==> src/rtl/syn_lb_pkg.sv <==
`default_nettype none
// ============================================================================
// Module      : syn_lb_pkg
// Description : Shared opcodes, status codes and FSM encoding for the
//               byte-stream to local-bus bridge.
// Revision    : 1.0 - initial release
// ============================================================================
package syn_lb_pkg;

    localparam logic [7:0] C_OP_WRITE     = 8'h01;
    localparam logic [7:0] C_OP_READ      = 8'h02;

    localparam logic [7:0] C_STAT_OK      = 8'hA5;
    localparam logic [7:0] C_STAT_BAD_OP  = 8'hE1;
    localparam logic [7:0] C_STAT_TIMEOUT = 8'hEE;

    typedef enum logic [2:0] {
        ST_IDLE      = 3'd0,
        ST_GET_ADDR  = 3'd1,
        ST_GET_DATA  = 3'd2,
        ST_ISSUE     = 3'd3,
        ST_WAIT_RSP  = 3'd4,
        ST_SEND_STAT = 3'd5,
        ST_SEND_DATA = 3'd6
    } lb_state_e;

    function automatic logic is_known_opcode(input logic [7:0] op);
        return (op == C_OP_WRITE) || (op == C_OP_READ);
    endfunction

endpackage
`default_nettype wire

==> src/rtl/syn_lb_intf.sv <==
`default_nettype none
// ============================================================================
// Module      : syn_lb_intf
// Description : Local-bus interface; the master issues one-cycle rd_en/wr_en
//               strobes and the slave answers with rd_valid/wr_valid.
// Revision    : 1.0 - initial release
// ============================================================================
interface syn_lb_intf #(
    parameter int DATA_W = 32,
    parameter int ADDR_W = 8
);
    logic              rd_en;
    logic              wr_en;
    logic [ADDR_W-1:0] addr;
    logic [DATA_W-1:0] wr_data;
    logic              wr_valid;
    logic              rd_valid;
    logic [DATA_W-1:0] rd_data;

    modport master (
        output rd_en, wr_en, addr, wr_data,
        input  wr_valid, rd_valid, rd_data
    );

    modport slave (
        input  rd_en, wr_en, addr, wr_data,
        output wr_valid, rd_valid, rd_data
    );
endinterface
`default_nettype wire

==> src/rtl/syn_lb_byte_bridge.sv <==
`default_nettype none
// ============================================================================
// Module      : syn_lb_byte_bridge
// Description : Decodes opcode/address/data byte frames into single local-bus
//               accesses and returns a status byte plus read data.
//               Optional SYN_LB_BRIDGE_TIMEOUT_EN aborts unanswered accesses.
// Revision    : 1.0 - initial release
// ============================================================================
module syn_lb_byte_bridge
    import syn_lb_pkg::*;
#(
    parameter int DATA_W         = 32,
    parameter int ADDR_W         = 8,
    parameter int TIMEOUT_CYCLES = 255
) (
    input  logic       clk_ir,
    input  logic       rst_ih,
    input  logic       rx_valid_i,
    input  logic [7:0] rx_data_i,
    output logic       rx_ready_o,
    output logic       tx_valid_o,
    output logic [7:0] tx_data_o,
    input  logic       tx_ready_i,
    syn_lb_intf.master lb_intf
);

    localparam int C_BYTES = DATA_W / 8;
    localparam int C_CNT_W = $clog2(C_BYTES) + 1;

    if ((DATA_W < 8) || ((DATA_W % 8) != 0)) begin : g_bad_data_w
        $error("syn_lb_byte_bridge: DATA_W must be a positive multiple of 8");
    end
    if ((ADDR_W < 1) || (ADDR_W > 8)) begin : g_bad_addr_w
        $error("syn_lb_byte_bridge: ADDR_W must be in 1..8");
    end
    if (TIMEOUT_CYCLES < 1) begin : g_bad_timeout
        $error("syn_lb_byte_bridge: TIMEOUT_CYCLES must be at least 1");
    end

    lb_state_e           r_state;
    lb_state_e           w_state_nxt;
    logic                r_alive;
    logic                r_is_write;
    logic [ADDR_W-1:0]   r_addr_sh;
    logic [DATA_W-1:0]   r_wdata_sh;
    logic [ADDR_W-1:0]   r_addr;
    logic [DATA_W-1:0]   r_wdata;
    logic [DATA_W-1:0]   r_rdata;
    logic [7:0]          r_status;
    logic [C_CNT_W-1:0]  r_cnt;

    logic                w_rx_ready;
    logic                w_tx_valid;
    logic [7:0]          w_tx_data;
    logic                w_rx_fire;
    logic                w_tx_fire;
    logic                w_rsp;
    logic                w_last_byte;
    logic                w_tmo_hit;
    logic [DATA_W-1:0]   w_wdata_shift;

    assign w_rx_fire     = rx_valid_i & w_rx_ready;
    assign w_tx_fire     = w_tx_valid & tx_ready_i;
    assign w_rsp         = r_is_write ? lb_intf.wr_valid : lb_intf.rd_valid;
    assign w_last_byte   = (r_cnt == C_CNT_W'(C_BYTES - 1));
    assign w_wdata_shift = DATA_W'({r_wdata_sh, rx_data_i});

`ifdef SYN_LB_BRIDGE_TIMEOUT_EN
    localparam int C_TMO_W = $clog2(TIMEOUT_CYCLES + 1);

    logic [C_TMO_W-1:0] r_tmo;

    // Counts WAIT_RSP cycles; fires on the last allowed cycle without a response.
    always_ff @(posedge clk_ir or posedge rst_ih) begin
        if (rst_ih) begin
            r_tmo <= '0;
        end else if (r_state == ST_WAIT_RSP) begin
            r_tmo <= r_tmo + C_TMO_W'(1);
        end else begin
            r_tmo <= '0;
        end
    end

    assign w_tmo_hit = (r_state == ST_WAIT_RSP) && (r_tmo == C_TMO_W'(TIMEOUT_CYCLES - 1));
`else
    assign w_tmo_hit = 1'b0;
`endif

    always_comb begin
        w_state_nxt = r_state;
        w_rx_ready  = 1'b0;
        w_tx_valid  = 1'b0;
        w_tx_data   = 8'h00;
        case (r_state)
            ST_IDLE: begin
                w_rx_ready = r_alive;
                if (w_rx_fire) begin
                    w_state_nxt = is_known_opcode(rx_data_i) ? ST_GET_ADDR : ST_SEND_STAT;
                end
            end
            ST_GET_ADDR: begin
                w_rx_ready = 1'b1;
                if (w_rx_fire) begin
                    w_state_nxt = r_is_write ? ST_GET_DATA : ST_ISSUE;
                end
            end
            ST_GET_DATA: begin
                w_rx_ready = 1'b1;
                if (w_rx_fire && w_last_byte) begin
                    w_state_nxt = ST_ISSUE;
                end
            end
            ST_ISSUE: begin
                w_state_nxt = w_rsp ? ST_SEND_STAT : ST_WAIT_RSP;
            end
            ST_WAIT_RSP: begin
                if (w_rsp || w_tmo_hit) begin
                    w_state_nxt = ST_SEND_STAT;
                end
            end
            ST_SEND_STAT: begin
                w_tx_valid = 1'b1;
                w_tx_data  = r_status;
                if (w_tx_fire) begin
                    w_state_nxt = (!r_is_write && (r_status == C_STAT_OK)) ? ST_SEND_DATA : ST_IDLE;
                end
            end
            ST_SEND_DATA: begin
                w_tx_valid = 1'b1;
                w_tx_data  = r_rdata[DATA_W-1 -: 8];
                if (w_tx_fire && w_last_byte) begin
                    w_state_nxt = ST_IDLE;
                end
            end
            default: begin
                w_state_nxt = ST_IDLE;
            end
        endcase
    end

    always_ff @(posedge clk_ir or posedge rst_ih) begin
        if (rst_ih) begin
            r_state    <= ST_IDLE;
            r_alive    <= 1'b0;
            r_is_write <= 1'b0;
            r_addr_sh  <= '0;
            r_wdata_sh <= '0;
            r_addr     <= '0;
            r_wdata    <= '0;
            r_rdata    <= '0;
            r_status   <= 8'h00;
            r_cnt      <= '0;
        end else begin
            r_state <= w_state_nxt;
            r_alive <= 1'b1;
            case (r_state)
                ST_IDLE: begin
                    if (w_rx_fire) begin
                        r_is_write <= (rx_data_i == C_OP_WRITE);
                        r_status   <= C_STAT_BAD_OP;
                    end
                end
                ST_GET_ADDR: begin
                    // Writes stage the address so the bus keeps the previous access stable.
                    if (w_rx_fire) begin
                        r_cnt <= '0;
                        if (r_is_write) begin
                            r_addr_sh <= rx_data_i[ADDR_W-1:0];
                        end else begin
                            r_addr <= rx_data_i[ADDR_W-1:0];
                        end
                    end
                end
                ST_GET_DATA: begin
                    if (w_rx_fire) begin
                        r_wdata_sh <= w_wdata_shift;
                        r_cnt      <= r_cnt + C_CNT_W'(1);
                        if (w_last_byte) begin
                            r_wdata <= w_wdata_shift;
                            r_addr  <= r_addr_sh;
                        end
                    end
                end
                ST_ISSUE, ST_WAIT_RSP: begin
                    if (w_rsp) begin
                        r_status <= C_STAT_OK;
                        if (!r_is_write) begin
                            r_rdata <= lb_intf.rd_data;
                        end
                    end else if (w_tmo_hit) begin
                        r_status <= C_STAT_TIMEOUT;
                    end
                end
                ST_SEND_STAT: begin
                    if (w_tx_fire) begin
                        r_cnt <= '0;
                    end
                end
                ST_SEND_DATA: begin
                    if (w_tx_fire) begin
                        r_rdata <= r_rdata << 8;
                        r_cnt   <= r_cnt + C_CNT_W'(1);
                    end
                end
                default: begin
                end
            endcase
        end
    end

    assign rx_ready_o      = w_rx_ready;
    assign tx_valid_o      = w_tx_valid;
    assign tx_data_o       = w_tx_data;
    assign lb_intf.wr_en   = (r_state == ST_ISSUE) &&  r_is_write;
    assign lb_intf.rd_en   = (r_state == ST_ISSUE) && !r_is_write;
    assign lb_intf.addr    = r_addr;
    assign lb_intf.wr_data = r_wdata;

endmodule
`default_nettype wire

==> src/flat_wrapper.sv <==
// flat-port wrapper written by rule: the top's interface ports become plain ports
module syn_lb_byte_bridge_flat import syn_lb_pkg::*;
#(
    parameter int DATA_W         = 32,
    parameter int ADDR_W         = 8,
    parameter int TIMEOUT_CYCLES = 255
)
  (clk_ir, rst_ih, rx_valid_i, rx_data_i, rx_ready_o, tx_valid_o, tx_data_o, tx_ready_i, lb_intf_rd_en, lb_intf_wr_en, lb_intf_addr, lb_intf_wr_data, lb_intf_wr_valid, lb_intf_rd_valid, lb_intf_rd_data);
  syn_lb_intf #(.DATA_W(DATA_W), .ADDR_W(ADDR_W)) lb_intf_i ();
  input  logic clk_ir;
  input  logic rst_ih;
  input  logic rx_valid_i;
  input  logic [7:0] rx_data_i;
  output logic rx_ready_o;
  output logic tx_valid_o;
  output logic [7:0] tx_data_o;
  input  logic tx_ready_i;
  output wire logic [$bits(lb_intf_i.rd_en)-1:0] lb_intf_rd_en;
  output wire logic [$bits(lb_intf_i.wr_en)-1:0] lb_intf_wr_en;
  output wire logic [$bits(lb_intf_i.addr)-1:0] lb_intf_addr;
  output wire logic [$bits(lb_intf_i.wr_data)-1:0] lb_intf_wr_data;
  input wire logic [$bits(lb_intf_i.wr_valid)-1:0] lb_intf_wr_valid;
  input wire logic [$bits(lb_intf_i.rd_valid)-1:0] lb_intf_rd_valid;
  input wire logic [$bits(lb_intf_i.rd_data)-1:0] lb_intf_rd_data;
  assign lb_intf_rd_en = lb_intf_i.rd_en;
  assign lb_intf_wr_en = lb_intf_i.wr_en;
  assign lb_intf_addr = lb_intf_i.addr;
  assign lb_intf_wr_data = lb_intf_i.wr_data;
  assign lb_intf_i.wr_valid = lb_intf_wr_valid;
  assign lb_intf_i.rd_valid = lb_intf_rd_valid;
  assign lb_intf_i.rd_data = lb_intf_rd_data;
  syn_lb_byte_bridge #(.DATA_W(DATA_W), .ADDR_W(ADDR_W), .TIMEOUT_CYCLES(TIMEOUT_CYCLES)) u_core (.clk_ir(clk_ir), .rst_ih(rst_ih), .rx_valid_i(rx_valid_i), .rx_data_i(rx_data_i), .rx_ready_o(rx_ready_o), .tx_valid_o(tx_valid_o), .tx_data_o(tx_data_o), .tx_ready_i(tx_ready_i), .lb_intf(lb_intf_i));
endmodule
==> config.mk <==
export PLATFORM = sky130hd
export DESIGN_NAME = syn_lb_byte_bridge_flat
export DESIGN_NICKNAME = d
export VERILOG_FILES = /design/src/rtl/syn_lb_pkg.sv /design/src/rtl/syn_lb_intf.sv /design/src/rtl/syn_lb_byte_bridge.sv /design/src/flat_wrapper.sv
export SDC_FILE = /design/constraint.sdc
export NUM_CORES = 1
export LEC_CHECK = 0
export CAP_MARGIN = 20
export CORE_MARGIN = 10
export CORE_UTILIZATION = 40
export DETAILED_ROUTE_END_ITERATION = 16
export PLACE_DENSITY = 0.62
export SLEW_MARGIN = 20
export SYNTH_ARGS = -nofsm -noshare
export SYNTH_HDL_FRONTEND = slang
export SYNTH_SLANG_ARGS = --single-unit
==> constraint.sdc <==
create_clock -name clk_ir -period 9.1 [get_ports clk_ir]
set_input_delay 1.82 -clock clk_ir [delete_from_list [all_inputs] [get_ports clk_ir]]
set_output_delay 1.82 -clock clk_ir [all_outputs]
set_load 0.1 [all_outputs]
# Word-level counts from Yosys, hierarchy flattened
# Index checks and enable logic that the tools add are counted.
[word_totals]
reg_bits = 120
output_inout_bits = 52
word_cells = 91
[op_classes]
n_addsub = 1
eq_ne = 22
n_mux = 32
n_bitwise = 2
n_reduce_logical = 24
[ops]
columns = ["cell", "n"]
rows = [
  ["$mux 32", 3],
  ["$pmux 32 s2", 1],
  ["$mux 8", 6],
  ["$pmux 8 s2", 3],
  ["$mux 3", 12],
  ["$pmux 3 s7", 1],
  ["$ne 2x1->1 const B", 10],
  ["$pmux 3 s4", 1],
  ["$reduce_and 5->1", 2],
  ["$eq 3x2->1 const B", 3],
  ["$eq 3x3->1 const B", 3],
  ["$reduce_and 3->1", 3],
  ["$eq 8x1->1 const B", 1],
  ["$eq 8x2->1 const B", 1],
  ["$eq 8x8->1 const B", 1],
  ["$reduce_and 6->1", 1],
  ["$reduce_bool 2->1", 3],
  ["$reduce_or 2->1", 3],
  ["$logic_and 1x1->1", 5],
  ["$mux 1", 4],
  ["$ne 2x2->1 const B", 2],
  ["$reduce_and 2->1", 2],
  ["$reduce_and 4->1", 1],
  ["$reduce_bool 4->1", 1],
  ["7 further kinds", 8],
]

# Longest topological paths before layout
# Gate-level depths: netlist of the first run.
[logic_depth]
ltp_word = 7
ltp_mapped = 7
mapped_depth_nobuf = 6

# Worst setup path before layout of the first run
# OpenSTA, ideal clock, no wires.
[synth_path]
kind = "reg-to-output"
from = "reg u_core.r_state[1]"
to = "out tx_data_o[2]"
t_arrival_ps = 2141
setup_slack_ps = 5139
path_stages_with_launch = 5
n_path_buf = 1
path_cell_list = "dfrtp_1 -> nor2b_2 -> buf_6 -> a22oi_1 -> nor2b_1"
[synth_via]
elab_chain_cells = 2
[synth_lines]
columns = ["item", "line", "text"]
rows = [
  ["start: declaration", "syn_lb_byte_bridge.sv:40", "lb_state_e r_state;"],
  ["start signal: assignment", "syn_lb_byte_bridge.sv:154", "r_state <= w_state_nxt;"],
  ["$eq 3x3->1", "syn_lb_byte_bridge.sv:94", "case (r_state)"],
  ["$pmux 8 s2 *", "syn_lb_byte_bridge.sv:94", ""],
  ["end: declaration", "flat_wrapper.sv:16", "output logic [7:0] tx_data_o;"],
]
# Every way passes the cells marked *; elsewhere a longest branch is shown, timed or not.

# Worst setup path after layout of the first run
[layout_path]
from = "reg u_core.r_state[1]"
to = "out tx_data_o[7]"
# Same word-level chain as after synthesis.

==> results of run 1 <==
worst max-delay path: cells and delay by family, from the launching register on:
family	cells	cell delay, ps
buffers and inverters	1	1140
flip-flops	1	620
AND/OR/NAND/NOR	4	1340
state kept, by name, summed over array words and instances, names as in the netlist:
| name | cells |
|---|---|
| u_core.lb_intf.wr_data | 32 |
| u_core.r_rdata | 32 |
| u_core.r_wdata_sh | 24 |
| u_core.lb_intf.addr | 8 |
| u_core.r_addr_sh | 8 |
| u_core.r_cnt | 3 |
| u_core.r_state | 3 |
| u_core.r_status | 3 |
| u_core.r_alive | 1 |
| u_core.r_is_write | 1 |
layer usage:
metal,track usage,vias to the layer above
li1,-,1520
met1,0.158,1624
met2,0.192,112
met4,0.0459,0
met5,0,-
met3,0.0711,12
kinds of logic after synthesis:
logic type / Yosys count
adders and majority gates: 2
muxes: 122
xor gates and xnor gates: 1
AOI/OAI and AO/OA: 42
DFF: 115
buffers and inverters: 24
other: 1
and+or+nand+nor: 62
path summary, 6_finish.rpt:
kind / endpoint / slack (ps) / cells after the start
setup / recovery: tx_data_o[7] / 3760 / 5
hold / removal: u_core.lb_intf.addr[6]$_DFFE_PP0P_ / 480 / 2
setup reg to reg: u_core.lb_intf.wr_data[17]$_DFFE_PP0P_ / 6500 / 5
hold reg to reg: u_core.lb_intf.addr[6]$_DFFE_PP0P_ / 480 / 2
max in group asynchronous: u_core.r_state[0]$_DFFE_PP0P_ / 5980 / 3
min in group asynchronous: u_core.lb_intf.wr_data[27]$_DFFE_PP0P_ / 1800 / 2
cells in the final DEF, fill, tap and decap left out, drive strengths merged, types with 2 or more instances in the layout:
| cell | instances |
|---|---|
| dfrtp | 115 |
| mux2 | 113 |
| clkdlybuf4s50 | 97 |
| nand2 | 24 |
| clkbuf | 20 |
| o21ai | 16 |
| mux2i | 9 |
| nor2 | 9 |
| a22o | 8 |
| nand3 | 6 |
| nor2b | 6 |
| bufinv | 5 |
| inv | 5 |
| a21oi | 4 |
| clkinv | 4 |
| and2 | 3 |
| a21o | 3 |
| and3 | 3 |
| buf | 3 |
| nand2b | 2 |
| o21a | 2 |
| nor3 | 2 |
| a22oi | 2 |
| o31ai | 2 |
| ha | 2 |
| clkinvlp | 2 |
stage by stage:
step | worst slack (ps) | instances | utilization
after floorplan | 4240 | 369 | -
after global placement | 4260 | 621 | 0.493
after detailed placement | 4170 | 621 | 0.493
after CTS | 3710 | 653 | 0.544
after global routing | 3580 | 653 | 0.544
final | 3760 | 653 | 0.544
cell type report:
| cell class | instances | area (um2) | area share |
|---|---|---|---|
| clock buffer | 20 | 437 | 0.0636 |
| clock inverter | 12 | 205 | 0.0299 |
| inverter | 4 | 17.5 | 0.00255 |
| multi-input combinational | 230 | 2120 | 0.309 |
| sequential | 115 | 2880 | 0.419 |
| tap | 172 | 215 | 0.0314 |
| timing repair buffer | 100 | 993 | 0.145 |
power breakdown:
part | leakage [nW] | internal, W | switching, W
clock network | 0.305 | 0.000487 | 0.000233
registers | 1.47 | 0.000696 | 0.000130
logic | 1.34 | 0.000354 | 0.000579
==> impl_metrics.yaml, run 1 <==
floorplanning:
  floorplan.rows: 41
  die_w_um: 134
  dieHeight_um: 134
  dieArea_um2: 17800
  initial_utilization: 0.408
  ios: 98
  fp.coreArea_um2: 12600
clocking:
  cts_tree: "yes"
  clk_pin_slew_worst_paths_ps: 50
  cts_setup_buffers: 0
  cts_resized: 0
  cts.htree.levels: 4
  cts_buffers: 17
  hold_buffers: 0
  cts_sinks: 115
  root_buffer: "clkbuf_16"
  cts_buffer_depth: 2
  clock_latency_ps: 420
setup_path:
  crit_start: "u_core.r_state[1]$_DFFE_PP0P_"
  crit_path_top_delay_cell: "clkdlybuf4s50_1"
  crit_type: "register to output port"
  cp_max_fo: 17
  end_kind: "output port"
  crit_arrival_ps: 3520
  cp.required_ps: 7280
  cp_cell_sequence: "nor2b_2 -> and2_1 -> nand2_1 -> nand2_1 -> clkdlybuf4s50_1"
  start_kind: "register"
  cpMostUsedCell: "nand2_1"
  max_stage_delay_ps: 1140
  timing.rr.start: "u_core.r_state[1]$_DFFE_PP0P_"
logic_synthesis:
  yosys_warnings: 0
  muxShareOfSynthArea: 0.286
  synthSimpleGateAreaFrac: 0.0634
  synth_top_family_by_area: "multiplexers"
  synthFlopType: "dfrtp_1"
  synth-adder-area-share: 0.00486
  synth.most_common_cell: "dfrtp_1"
  syn_area_per_cell_um2: 14.0
  synth_top_area_share: 0.558
  synth.area.top_cells: "dfrtp_1 (56%), mux2_2 (18%), mux2_4 (8.7%)"
  ys_types: 44
  syn-cell-area_um2: 5150
  synth-seq-cells: 115
  yosysTopAreaCell: "dfrtp_1"
  ys_seq_area_frac: 0.558
  synth-xor-area-share: 0.00170
  synth_edf_count: 0
  async_flop_share: 1.00
  synth_nets: 417
  synth-compound-area-share: 0.0541
  synthCells: 369
  ys_top_cells_by_count: "dfrtp_1 (115), mux2_2 (82), mux2_4 (30), nand2_1 (22), o21ai_0 (15)"
flow_run:
  cap_viol_max_count: 0
grt:
  antenna_found_initial: 0
  grt_max_degree: 71
  grt_usage: 0.130
  grt_pass1_wl_mm: 18.4
  grt_overflow: 0
  grt_pass1_vias: 3392
timing:
  setup_viol: 0
  maxSlewViolCount: 0
  hold_viol_final: 0
  maxSlewHeadroom: 0.296
  rsz0062_at_grt: "false"
  fin_skew_ps: 14.2
  holdWs_ps: 481
  period_share: 0.587
  finalSetupTns_ps: 0
  tightest_slew_ps: 1050
  period_needed_ps: 5340
  fmax_mhz: 187
place:
  place.gp.congestion: 0.748
  post-dp-hpwl_mm: 7.74
  post_dp_cell_area_um2: 6220
  portBuffers: 97
routing:
  wl_met1_mm: 4.91
  wl_met3_mm: 1.10
  via_count: 3268
  routedWlPerCell_um: 17.2
  drtIter0Drc: 172
  viasPerCell: 5.00
  met2WireLength_mm: 5.10
  maxUsedRoutingLayer: "met4"
  drt-total-wl_mm: 11.2
  firstDrtPassIters: 4
  drc_errors: 0
  postRouteAntennaNets: 0
finish:
  nNetsFinal: 516
  synthToLayoutAreaGrowth_pct: 33.2
  fillers: 1074
  fin_area_um2: 6860
  num_antenna_cells: 0
  drive_above_1_share: 0.312
status:
  status: "finished, final reports clean"
power_and_ir_drop:
  leakagePower_nw: 3.11
  total_power_w: 0.00248
  powerDensity_nw_per_um2: 361
  vdd_drop_max_mv: 0.231
hold_path:
  hold_start: "u_core.lb_intf.addr[6]$_DFFE_PP0P_"
  hp-class: "register to register"
(Power assumes the default switching activity.)
==> run 2, diff against run 1 <==
==> constraint.sdc (replaced) <==
create_clock -name clk_ir -period 5.4 [get_ports clk_ir]
set_input_delay 1.08 -clock clk_ir [delete_from_list [all_inputs] [get_ports clk_ir]]
set_output_delay 1.08 -clock clk_ir [all_outputs]
set_load 0.1 [all_outputs]
==> run 2 against run 1 <==
  * Clock power rose by 54%
  * Wire length about the same
  * Register-to-register slack got worse by 3700 ps
  * Flip-flop and latch count unchanged
  * Sequential power rose by 68%
  * Clock skew down 4.9 ps
  * Highest routed layer unchanged
==> impl_metrics.yaml, run 2 (synthesized netlist as in run 1, its figures left out) <==
timing:
  finalSetupTns_ps: 0
  fin_skew_ps: 9.28
  fmax_mhz: 219
  hold_viol_final: 0
  tightest_slew_ps: 1050
  maxSlewHeadroom: 0.294
  maxSlewViolCount: 0
  setup_viol: 0
  period_needed_ps: 4560
  period_share: 0.845
  rsz0062_at_grt: "false"
routing:
  routedWlPerCell_um: 17.2
  viasPerCell: 4.99
  via_count: 3259
  wl_met1_mm: 4.93
  firstDrtPassIters: 4
  maxUsedRoutingLayer: "met4"
  drt-total-wl_mm: 11.2
  postRouteAntennaNets: 0
  drtIter0Drc: 169
  drc_errors: 0
  wl_met3_um: 958
  met2WireLength_mm: 5.24
floorplanning:
  dieArea_um2: 17800
  floorplan.rows: 41
  initial_utilization: 0.408
  dieHeight_um: 134
  fp.coreArea_um2: 12600
  die_w_um: 134
  ios: 98
finish:
  nNetsFinal: 516
  synthToLayoutAreaGrowth_pct: 32.2
  layout_common_cells: "dfrtp_1 (115), clkdlybuf4s50_1 (97), mux2_2 (82)"
  num_antenna_cells: 0
  drive_above_1_share: 0.318
  layout_commonest_cell: "dfrtp_1"
  finalNonFillerCells: 653
clocking:
  root_buffer: "clkbuf_16"
  cts.htree.levels: 4
  cts_buffer_depth: 2
  cts_buffers: 17
  clk_pin_slew_worst_paths_ps: 50
  hold_buffers: 0
  cts_sinks: 115
  cts_resized: 0
  cts_setup_buffers: 0
  clock_latency_ps: 410
  cts_tree: "yes"
power_and_ir_drop:
  vdd_drop_max_mv: 0.427
  p_switching_w: 0.00161
  p_int_w: 0.00246
  powerDensity_nw_per_um2: 598
  power_frac_seq: 0.342
  p_clk_frac: 0.272
  sw_frac_of_total: 0.395
  p_comb_frac: 0.386
  leakagePower_nw: 3.09
setup_path:
  cp_max_fo: 17
  worst-path-buf-inv: 1
  crit_family: "simple AND/OR/NAND/NOR gates"
  crit_type: "register to output port"
  max_stage_delay_ps: 1150
  cp.required_ps: 4320
  end_kind: "output port"
  cpMostUsedCell: "nand2_1"
  crit_start: "u_core.r_state[1]$_DFFE_PP0P_"
  crit_arrival_ps: 3480
  crit_path_top_delay_cell: "clkdlybuf4s50_1"
  timing.rr.start: "u_core.r_state[1]$_DFFE_PP0P_"
  start_kind: "register"
  cp_cell_sequence: "nor2b_2 -> and2_1 -> nand2_1 -> nand2_1 -> clkdlybuf4s50_1"
place:
  post-dp-hpwl_mm: 7.90
  place.gp.congestion: 0.798
  placed_cells: 621
  portBuffers: 97
status:
  status: "finished, final reports clean"
grt:
  grt_pass1_vias: 3499
  grt_overflow: 0
  grt_usage: 0.130
  grt_pass1_wl_mm: 18.7
  grt_max_degree: 82
  antenna_found_initial: 0
hold_path:
  hold_start: "u_core.lb_intf.addr[2]$_DFFE_PP0P_"
  hp-class: "register to register"
flow_run:
  cap_viol_max_count: 0
==> run 2: cell types whose count changed in the layout (fill, tap and decap cells not counted), sizes merged <==
cell / previous run / this run
clkinv: 4 / 7
inv: 5 / 6
clkbuf: 20 / 18
clkinvlp: 2 / 3
bufinv: 5 / 2
==> run 2: worst min-delay path: cells and delay by family, from the launching register on <==
| kind | cells | cell delay (ps) |
|---|---|---|
| compound gates | 1 | 60 |
| flops | 1 | 340 |
| simple gates | 1 | 40 |
==> run 2: cell type report <==
cell class,count,area [um2]
inverter,4,17.5
sequential,115,2880
clock inverter,14,154
clock buffer,18,439
fill,1074,5800
tap,172,215
timing repair buffer,100,993
multi-input combinational,230,2120
==> run 2: routing by layer <==
layer,track usage,up-vias
met1,0.154,1634
met4,0.0387,0
li1,-,1525
met3,0.0677,10
met5,0,-
met2,0.202,90
==> run 2: power groups by stage <==
stage	clock network, W	registers, W	logic [W]
after floorplan	0	0.00164	0.000995
after global routing	0.00118	0.00144	0.00168
final	0.00111	0.00139	0.00157
after global placement	0	0.00140	0.00156
after detailed placement	0	0.00141	0.00158
after CTS	0.00113	0.00140	0.00159
==> run 2: through the flow <==
stage	area (um2)	util	power (W)	worst slack, ps	hold WS, ps
after floorplan	5150	-	0.00264	1280	439
after global placement	6220	0.493	0.00296	1310	461
after detailed placement	6220	0.493	0.00299	1240	467
after CTS	6820	0.540	0.00412	802	479
after global routing	6820	0.540	0.00430	538	500
final	6820	0.540	0.00407	837	474
==> run 2: path summary, 6_finish.rpt <==
path                                                          endpoint  slack [ps]  cells after the start
min in group asynchronous       u_core.lb_intf.wr_data[19]$_DFFE_PP0P_        1230                      2
worst min register to register      u_core.lb_intf.addr[2]$_DFFE_PP0P_         470                      2
worst min-delay path                u_core.lb_intf.addr[2]$_DFFE_PP0P_         470                      2
max in group asynchronous               u_core.r_status[6]$_DFFE_PP0P_        3130                      3
worst max-delay path                                      tx_data_o[7]         840                      5
worst max register to register   u_core.lb_intf.wr_data[6]$_DFFE_PP0P_        2810                      5
==> run 3, diff against run 2 <==
==> constraint.sdc (replaced) <==
create_clock -name clk_ir -period 4.71 [get_ports clk_ir]
set_input_delay 0.942 -clock clk_ir [delete_from_list [all_inputs] [get_ports clk_ir]]
set_output_delay 0.942 -clock clk_ir [all_outputs]
set_load 0.1 [all_outputs]
==> run 3 against run 2 <==
  * Final area increased by 0.18%
  * Via count decreased by 1.0%
  * Power increased by 16%
  * First-iteration DRC count decreased by 14%
  * Clock skew decreased by 1.7 ps
  * Global-route usage about the same
  * Largest cell class unchanged
==> impl_metrics.yaml, run 3 (synthesized netlist as in run 1, its figures left out) <==
status:
  status: "finished, final reports clean"
finish:
  fillers: 1099
  layout_commonest_cell: "dfrtp_1"
  fin_area_um2: 6830
  drive_above_1_share: 0.328
  nNetsFinal: 517
  final-seq-area_um2: 2880
  synthToLayoutAreaGrowth_pct: 32.5
  num_antenna_cells: 0
  multi_input_area_um2: 2120
  layout_common_cells: "dfrtp_1 (115), clkdlybuf4s50_1 (92), mux2_2 (82)"
clocking:
  cts.htree.levels: 4
  hold_buffers: 0
  cts_setup_buffers: 0
  clk_pin_slew_worst_paths_ps: 50
  cts_resized: 0
  root_buffer: "clkbuf_16"
  cts_buffer_depth: 2
  cts_buffers: 17
  cts_tree: "yes"
  cts_sinks: 115
  clock_latency_ps: 410
timing:
  finalSetupTns_ps: 0
  rsz0062_at_grt: "false"
  setup_viol: 0
  hold_viol_final: 0
  fmax_mhz: 256
  fin_skew_ps: 7.61
  period_share: 0.828
  maxSlewHeadroom: 0.339
  maxSlewViolCount: 0
  tightest_slew_ps: 988
  period_needed_ps: 3900
power_and_ir_drop:
  powerDensity_nw_per_um2: 689
  vdd_drop_max_mv: 0.348
  leakagePower_nw: 3.12
grt:
  grt_usage: 0.131
  antenna_found_initial: 0
  grt_overflow: 0
  grt_pass1_wl_mm: 18.5
  grt_max_degree: 66
  grt_pass1_vias: 3566
routing:
  firstDrtPassIters: 4
  via_count: 3226
  viasPerCell: 4.93
  drtIter0Drc: 145
  drc_errors: 0
  routedWlPerCell_um: 17.2
  drt-total-wl_mm: 11.3
  postRouteAntennaNets: 0
floorplanning:
  dieHeight_um: 134
  floorplan.rows: 41
  fp.coreArea_um2: 12600
  ios: 98
  initial_utilization: 0.408
  dieArea_um2: 17800
  die_w_um: 134
place:
  place.gp.congestion: 0.796
  post_dp_cell_area_um2: 6220
  portBuffers: 97
  post-dp-hpwl_mm: 7.88
setup_path:
  timing.rr.start: "u_core.r_state[1]$_DFFE_PP0P_"
  worst-path-buf-inv: 1
  crit_type: "register to output port"
  crit_start: "u_core.r_state[1]$_DFFE_PP0P_"
  cp.required_ps: 3770
  cp_cell_sequence: "nor2b_2 -> and3_1 -> clkdlybuf4s50_1"
  end_kind: "output port"
  crit_family: "buffers and inverters"
  crit_arrival_ps: 2960
  start_kind: "register"
  max_stage_delay_ps: 1140
  crit_path_top_delay_cell: "clkdlybuf4s50_1"
  cp_max_fo: 17
hold_path:
  hp-class: "register to register"
  hold_start: "u_core.lb_intf.addr[2]$_DFFE_PP0P_"
flow_run:
  cap_viol_max_count: 0
-- run 3: area by class of cell --
class,count,share of cell area
clock inverters,12,0.0225
inverters,4,0.00257
clock buffers,20,0.0669
repair buffers,101,0.145
multi-input cells,230,0.310
flip-flops and latches,115,0.421
well taps,172,0.0315
-- run 3: per-layer routing --
layer	wire length, um	global-route usage
met1	5210	0.159
met2	5020	0.197
met3	860	0.0598
met4	177	0.0550
met5	0	0
-- run 3: tightest hold or removal path: cells and delay by family, from the launching register on --
family | cells | cell delay [ps]
flops | 1 | 340
simple gates | 1 | 40
compound gates | 1 | 60
-- run 3: path summary, 6_finish.rpt --
path | cells after the start | end | slack, ps
worst min-delay path | 2 | u_core.lb_intf.addr[2]$_DFFE_PP0P_ | 480
worst min register to register | 2 | u_core.lb_intf.addr[2]$_DFFE_PP0P_ | 480
min in group asynchronous | 2 | u_core.r_rdata[2]$_DFFE_PP0P_ | 1030
max in group asynchronous | 3 | u_core.r_rdata[17]$_DFFE_PP0P_ | 2770
worst max-delay path | 3 | tx_data_o[4] | 810
worst max register to register | 5 | u_core.lb_intf.wr_data[17]$_DFFE_PP0P_ | 2070
-- run 3: report_power, final --
group	internal [W]	total (W)	leakage (nW)	switching, W
Combinational	0.000677	0.00179	1.36	0.00112
Clock	0.000860	0.00131	0.293	0.000453
Sequential	0.00134	0.00160	1.47	0.000254
Total	0.00288	0.00470	3.12	0.00182
-- run 3: stage by stage --
stage,util,worst slack [ps],total power [W],hold WS [ps],cells
2_1_floorplan,-,724,0.00303,439,369
4_1_cts,0.541,807,0.00476,485,654
3_5_place_dp,0.493,1260,0.00343,473,622
6_report,0.541,811,0.00470,478,654
3_3_place_gp,0.493,1320,0.00338,460,622
5_1_grt,0.541,667,0.00495,508,654
